`src/rtl/task1_s_init.sv`:
```
`default_nettype none
// ============================================================================
// Module      : task1_s_init (with local RAM s_ram)
// Description : ARC4 cracking lab, stage 1. After reset, fills the 256x8
//               on-chip S RAM with the identity permutation S[i] = i, writing
//               one byte per clock, then parks in DONE and lights LEDR[0].
//
// Ports       : CLOCK_50    - 50 MHz clock, all logic on its rising edge
//               KEY[3]      - asynchronous active-low reset
//               KEY[2:0]    - unused
//               SW[9:0]     - unused
//               HEX0..HEX5  - seven-segment displays, active-low segments
//               LEDR[9:0]   - LEDR[0] = init done, LEDR[9:1] = 0
//
// Options     : TASK1_HEX_STATUS_EN - when defined, HEX1:HEX0 show the fill
//               counter in hex and HEX2 shows "d" in DONE. When undefined all
//               HEX outputs are constant blank. S contents, FSM timing and
//               LEDR are identical in both builds.
//
// Revision    : 1.0 - initial release
// ============================================================================

// ----------------------------------------------------------------------------
// s_ram: single-port synchronous 256x8 RAM. The array is named mem so that
// the contents can be inspected hierarchically as <inst>.mem[idx].
// ----------------------------------------------------------------------------
module s_ram (
    input  logic       clk,
    input  logic [7:0] address,
    input  logic [7:0] data,
    input  logic       wren,
    output logic [7:0] q
);

    logic [7:0] mem [0:255];

    always_ff @(posedge clk) begin
        if (wren) begin
            mem[address] <= data;
        end
        q <= mem[address];
    end

endmodule

module task1_s_init (
    input  logic       CLOCK_50,
    input  logic [3:0] KEY,
    input  logic [9:0] SW,
    output logic [6:0] HEX0,
    output logic [6:0] HEX1,
    output logic [6:0] HEX2,
    output logic [6:0] HEX3,
    output logic [6:0] HEX4,
    output logic [6:0] HEX5,
    output logic [9:0] LEDR
);

    localparam logic [6:0] c_HEX_BLANK = 7'b1111111;
    localparam logic [7:0] c_LAST_IDX  = 8'd255;

    typedef enum logic [1:0] {
        ST_IDLE = 2'd0,
        ST_FILL = 2'd1,
        ST_DONE = 2'd2
    } state_t;

    logic       rst_n;
    state_t     r_state;
    state_t     w_state_nxt;
    logic [7:0] r_i;
    logic [7:0] w_i_nxt;
    logic       r_done_led;

    logic       w_wren;
    logic [7:0] w_addr;
    logic [7:0] w_data;
    logic [7:0] w_q;

    assign rst_n = KEY[3];

    // Inputs with no function in this stage; folded into one sink signal.
    logic w_unused;
    assign w_unused = ^{KEY[2:0], SW, w_q};

    // ------------------------------------------------------------------
    // State and counter registers
    // ------------------------------------------------------------------
    always_ff @(posedge CLOCK_50 or negedge rst_n) begin
        if (!rst_n) begin
            r_state    <= ST_IDLE;
            r_i        <= 8'd0;
            r_done_led <= 1'b0;
        end else begin
            r_state    <= w_state_nxt;
            r_i        <= w_i_nxt;
            // Registered so the LED rises one edge after entry into DONE,
            // i.e. one edge after the final write.
            r_done_led <= (r_state == ST_DONE);
        end
    end

    // ------------------------------------------------------------------
    // Next-state and RAM port drive
    // ------------------------------------------------------------------
    always_comb begin
        w_state_nxt = r_state;
        w_i_nxt     = r_i;
        w_wren      = 1'b0;
        w_addr      = 8'd0;
        w_data      = 8'd0;

        case (r_state)
            ST_IDLE: begin
                w_state_nxt = ST_FILL;
                w_i_nxt     = 8'd0;
            end
            ST_FILL: begin
                w_wren = 1'b1;
                w_addr = r_i;
                w_data = r_i;
                // Final byte: leave i at FF rather than wrapping, so the
                // counter never re-addresses location 0.
                if (r_i == c_LAST_IDX) begin
                    w_state_nxt = ST_DONE;
                end else begin
                    w_i_nxt = r_i + 8'd1;
                end
            end
            ST_DONE: begin
                w_state_nxt = ST_DONE;
            end
            default: begin
                w_state_nxt = ST_IDLE;
                w_i_nxt     = 8'd0;
            end
        endcase
    end

    s_ram s (
        .clk     (CLOCK_50),
        .address (w_addr),
        .data    (w_data),
        .wren    (w_wren),
        .q       (w_q)
    );

    assign LEDR = {9'd0, r_done_led};

    // ------------------------------------------------------------------
    // Seven-segment status
    // ------------------------------------------------------------------
`ifdef TASK1_HEX_STATUS_EN
    function automatic logic [6:0] f_glyph(input logic [3:0] v);
        logic [6:0] seg;
        seg = c_HEX_BLANK;
        case (v)
            4'h0: seg = 7'b1000000;
            4'h1: seg = 7'b1111001;
            4'h2: seg = 7'b0100100;
            4'h3: seg = 7'b0110000;
            4'h4: seg = 7'b0011001;
            4'h5: seg = 7'b0010010;
            4'h6: seg = 7'b0000010;
            4'h7: seg = 7'b1111000;
            4'h8: seg = 7'b0000000;
            4'h9: seg = 7'b0010000;
            4'hA: seg = 7'b0001000;
            4'hB: seg = 7'b0000011;
            4'hC: seg = 7'b1000110;
            4'hD: seg = 7'b0100001;
            4'hE: seg = 7'b0000110;
            4'hF: seg = 7'b0001110;
            default: seg = c_HEX_BLANK;
        endcase
        return seg;
    endfunction

    // Blank while idle (including under reset); counter shown otherwise.
    assign HEX0 = (r_state == ST_IDLE) ? c_HEX_BLANK : f_glyph(r_i[3:0]);
    assign HEX1 = (r_state == ST_IDLE) ? c_HEX_BLANK : f_glyph(r_i[7:4]);
    assign HEX2 = (r_state == ST_DONE) ? 7'b0100001  : c_HEX_BLANK;
    assign HEX3 = c_HEX_BLANK;
    assign HEX4 = c_HEX_BLANK;
    assign HEX5 = c_HEX_BLANK;
`else
    assign HEX0 = c_HEX_BLANK;
    assign HEX1 = c_HEX_BLANK;
    assign HEX2 = c_HEX_BLANK;
    assign HEX3 = c_HEX_BLANK;
    assign HEX4 = c_HEX_BLANK;
    assign HEX5 = c_HEX_BLANK;
`endif

endmodule

`default_nettype wire

```
`config.mk`:
```
export PLATFORM = sky130hd
export DESIGN_NAME = task1_s_init
export DESIGN_NICKNAME = d
export VERILOG_FILES = /design/src/rtl/task1_s_init.sv
export SDC_FILE = /design/constraint.sdc
export NUM_CORES = 1
export LEC_CHECK = 0
export CORE_MARGIN = 3
export CORE_UTILIZATION = 35
export CTS_CLUSTER_SIZE = 28
export DETAILED_ROUTE_END_ITERATION = 10
export PLACE_DENSITY = 0.76
export SYNTH_ARGS = -nofsm -noshare
export SYNTH_HDL_FRONTEND = slang
export SYNTH_SLANG_ARGS = --single-unit
export TNS_END_PERCENT = 50
```
`constraint.sdc`:
```
create_clock -name CLOCK_50 -period 1.9 [get_ports CLOCK_50]
set_clock_uncertainty 0.2 [all_clocks]
set_input_delay 0.285 -clock CLOCK_50 [delete_from_list [all_inputs] [get_ports CLOCK_50]]
set_output_delay 0.285 -clock CLOCK_50 [all_outputs]
set_load 0.03 [all_outputs]
```
# == Word level (Yosys, flattened, before mapping) ==
# Cells that the tools add are included.
# word_totals
inputBits,15
ff_bits,11
# classes
bitwise,1
add_sub_neg,1
reduce_logical,2
n_eq_ne,5
mux,4
# op_table
op,n
case mux 8 bit (2 select lines),1
"adder 8 x 1 -> 8 bit, second input constant",1
"== test 8 bit, second input constant",1
two-way mux 8 bit,1
case mux 2 bit (3 select lines),1
"inequality test 2 bit, second input constant",2
"== test 2 x 1 -> 1 bit, second input constant",1
"== test 2 bit, second input constant",1
zero test 2 bit,1
two-way mux 2 bit,1
AND reduction 2 bit,1
NOT 1 bit,1

# == Logic depth before layout (Yosys ltp) ==
# depth
word_depth,3
depth_mapped,5
depth_no_buf,5

# == Least setup slack after synthesis ==
# OpenSTA, ideal clock, no wires.
# synth_timing
path_type,reg2reg
start,reg r_i[0]
end,reg r_i[5]
period_less_slack_ns,1.686
path_stages_with_launch,5
path_buffers,0
t_arrival_ns,1.407
slack_ns,0.214
setup_ns,0.079
path_cell_list,dfrtp_1 -> ha_1 -> and3_4 -> a2111oi_4 -> mux2i_1
# synth_via
elab_chain_cells,3
# synth_lines
item,line,text
"start, declared",71,logic [7:0] r_i;
"start signal, assigned",96,r_i <= w_i_nxt;
adder 8 x 1 -> 8 bit / == test 8 bit (equally long branches),"127, 124",
two-way mux 8 bit / inequality test 2 bit (equally long branches),-,
case mux 8 bit (2 select lines) / AND reduction 2 bit (equally long branches),-,
# Several ways; a longest one is shown, not always the timed one. The select of a mux whose other input is x is not followed.
# A chain may end at the register's enable or synchronous reset.

# == Worst setup path in the final report ==
# layout_timing
start,reg r_done_led
end,out LEDR[0]
# layout_rtl
item,line,text
"start, declared",73,logic r_done_led;
"start signal, assigned",99,r_done_led <= (r_state == ST_DONE);
"end, declared",56,output logic [9:0] LEDR
# No word-level cell between the ends.

==> flow_metrics.tcl <==
set metrics [dict create \
    cts_setup_buffers 0 \
    drc_errors 0 \
    die_height_um 61.1 \
    antenna_found_initial 0 \
    crit_path_start_kind "flip-flop" \
    slew_violations 0 \
    cts_buffer_depth 2 \
    vias 617 \
    syn-cell-area_um2 1060 \
    min_path_type "input pin to asynchronous set/reset pin" \
    irDropWorstVdd_mv 0.232 \
    synthDominantCellAreaShare_pct 36.8 \
    ys.warnings.count 0 \
    drt-total-wl_um 1450 \
    crit_buf_inv 1 \
    post-route-util_pct 33.8 \
    worstPathArrival_ps 1250 \
    hold-worst-slack_ps 149 \
    antennaDiodeCount 0 \
    p_seq_share_pct 44.0 \
    synthDistinctLibCells 32 \
    htree_levels 1 \
    place.gp.congestion 0.855 \
    switching_share_pct 40.4 \
    rsz0062_at_grt "no" \
    fmax_ghz 0.577 \
    fin_ws_ps 167 \
    design_power_total_mw 0.532 \
    powerDensity_nw_per_um2 556 \
    vias_per_cell 4.03 \
    cellLeakagePower_nw 0.497 \
    hold_buffers 0 \
    fp.dieArea_um2 3730 \
    end_kind "output port" \
    grt_usage_pct 8.32 \
    slowest_stage "clkdlybuf4s50_1" \
    cts_root_buf "clkbuf_4" \
    clkPwrFrac_pct 29.9 \
    first_global_vias 499 \
    place_area_um2 931 \
    cts_resized 0 \
    synthFlopType "dfrtp_1" \
    setup_viol 0 \
    post-place-ws_ps 202 \
    tightestPinTransition_ps 512 \
    synth_commonest_cells "buf_4, dfrtp_1, inv_1" \
    yosysTopAreaCell "buf_4" \
    dr.pass1.iters 4 \
    cts_buffers 3 \
    gr-total-overflow 0 \
    avgRoutedWirePerCell_um 9.47 \
    areaGrowthSynthToFinish_pct -9.79 \
    p_sw_mw 0.215 \
    finalCritPeriodShare_pct 91.2 \
    slowest_delay_ps 660 \
    initial_core_util_pct 37.5 \
    pwr-share-comb_pct 26.1 \
    place_inst 149 \
    netlist_instances 117 \
    tns_ps 0 \
    tritoncts "done" \
    ioPinCount 67 \
    hpwl_um 1200 \
    async_flop_share_pct 100 \
    die_x_um 61.1 \
    hold_viol 0 \
    ant_nets 0 \
    synth_area_leaders "buf_4, dfrtp_1, ha_1, a2111oi_4, mux2_1" \
    fin_crit_ps 1730 \
    required_ps 1410 \
    clkTransAtPathRegs_ps 70 \
    slew_headroom_pct 65.8 \
    drive_gt1_share_pct 9.02 \
    cp_max_fo 1 \
    port_buffers 2 \
    clkSinkCount 11 \
    worst-setup-path-type "flip-flop to output port" \
    grt_pass1_wl_um 2280 \
    yosysMostFrequentCell "buf_4" \
    drtIter0Drc 15 \
    rows 19 \
    clk_latency_ps 270 \
    synth-seq-cells 11 \
    synth_edf_count 0 \
    num-nets-final 142 \
    syn_avg_cell_area_um2 9.07 \
    p_int_mw 0.317 \
    cp_top_family "buffers and inverters" \
    crit_chain "clkdlybuf4s50_1" \
    core_area_um2 2830 \
    drv_cap 0 \
    outcome "completed" \
    stdcell_area_um2 957 \
    stdcell_count 153 \
    grt_max_degree 12 \
    yosysSeqAreaShare_pct 25.9 \
]
final cells by class:
| type | instances | area, um2 |
|---|---|---|
| Inverter | 5 | 18.8 |
| Multi-Input combinational cell | 95 | 541 |
| Timing Repair Buffer | 7 | 57.6 |
| Tap cell | 31 | 38.8 |
| Sequential cell | 11 | 275 |
| Clock buffer | 4 | 26.3 |
| Fill cell | 302 | 1870 |
registers in the layout, summed over array words and instances (netlist names):
register / count
r_i: 8
r_done_led: 1
r_state: 2
layout by cell type (no fill, tap or decap), drive strengths merged:
| master | count |
|---|---|
| o311ai | 2 |
| a31oi | 3 |
| mux2 | 2 |
| nor4 | 1 |
| clkbuf | 4 |
| o22ai | 2 |
| a2bb2oi | 1 |
| conb | 51 |
| a2111oi | 1 |
| nand2b | 2 |
| ha | 4 |
| o21ai | 2 |
| clkdlybuf4s50 | 2 |
| dfrtp | 11 |
| a211oi | 1 |
| and4b | 1 |
| nor2 | 3 |
| and4 | 1 |
| and3 | 1 |
| mux2i | 1 |
| nand4 | 4 |
| nand2 | 4 |
| inv | 5 |
| a41oi | 1 |
| nand3 | 2 |
| o41ai | 1 |
| nor3 | 3 |
| buf | 5 |
| nor2b | 1 |
power by group through the flow:
stage | clock network [mW] | logic (mW) | registers, mW
6_report | 0.159 | 0.139 | 0.234
4_1_cts | 0.170 | 0.137 | 0.234
2_1_floorplan | 0 | 0.212 | 0.239
3_3_place_gp | 0 | 0.137 | 0.239
3_5_place_dp | 0 | 0.137 | 0.239
5_1_grt | 0.182 | 0.147 | 0.234
final timing paths:
| kind | start | to | slack (ps) | cells past startpoint |
|---|---|---|---|---|
| setup / recovery | r_done_led$_DFF_PN0_ | LEDR[0] | 170 | 1 |
| min in group CLOCK_50 | r_state[1]$_DFFE_PN0P_ | r_state[1]$_DFFE_PN0P_ | 320 | 1 |
| max in group asynchronous | KEY[3] | r_i[5]$_DFFE_PN0P_ | 1000 | 1 |
| hold / removal | KEY[3] | r_done_led$_DFF_PN0_ | 150 | 1 |
| setup reg to reg | r_i[0]$_DFFE_PN0P_ | r_i[5]$_DFFE_PN0P_ | 200 | 4 |
| hold reg to reg | r_state[1]$_DFFE_PN0P_ | r_state[1]$_DFFE_PN0P_ | 320 | 1 |
logic make-up after synthesis:
logic type      count (synthesis)  synth area share [%]
compound gates                 14                  11.3
fa+ha+maj                       4                  4.72
buf+inv                        60                  40.4
flops                          11                  25.9
mux                             3                  3.07
other cells                     2                 0.708
simple gates                   23                  13.8
layer usage:
layer	track usage, %	vias up	share of wire, %
li1	-	303	-
met1	10.6	278	43
met2	12.5	33	46
met3	4.40	3	9.5
met4	1.86	0	0.69
met5	0	-	0
Power figures use the tool's default switching activity.
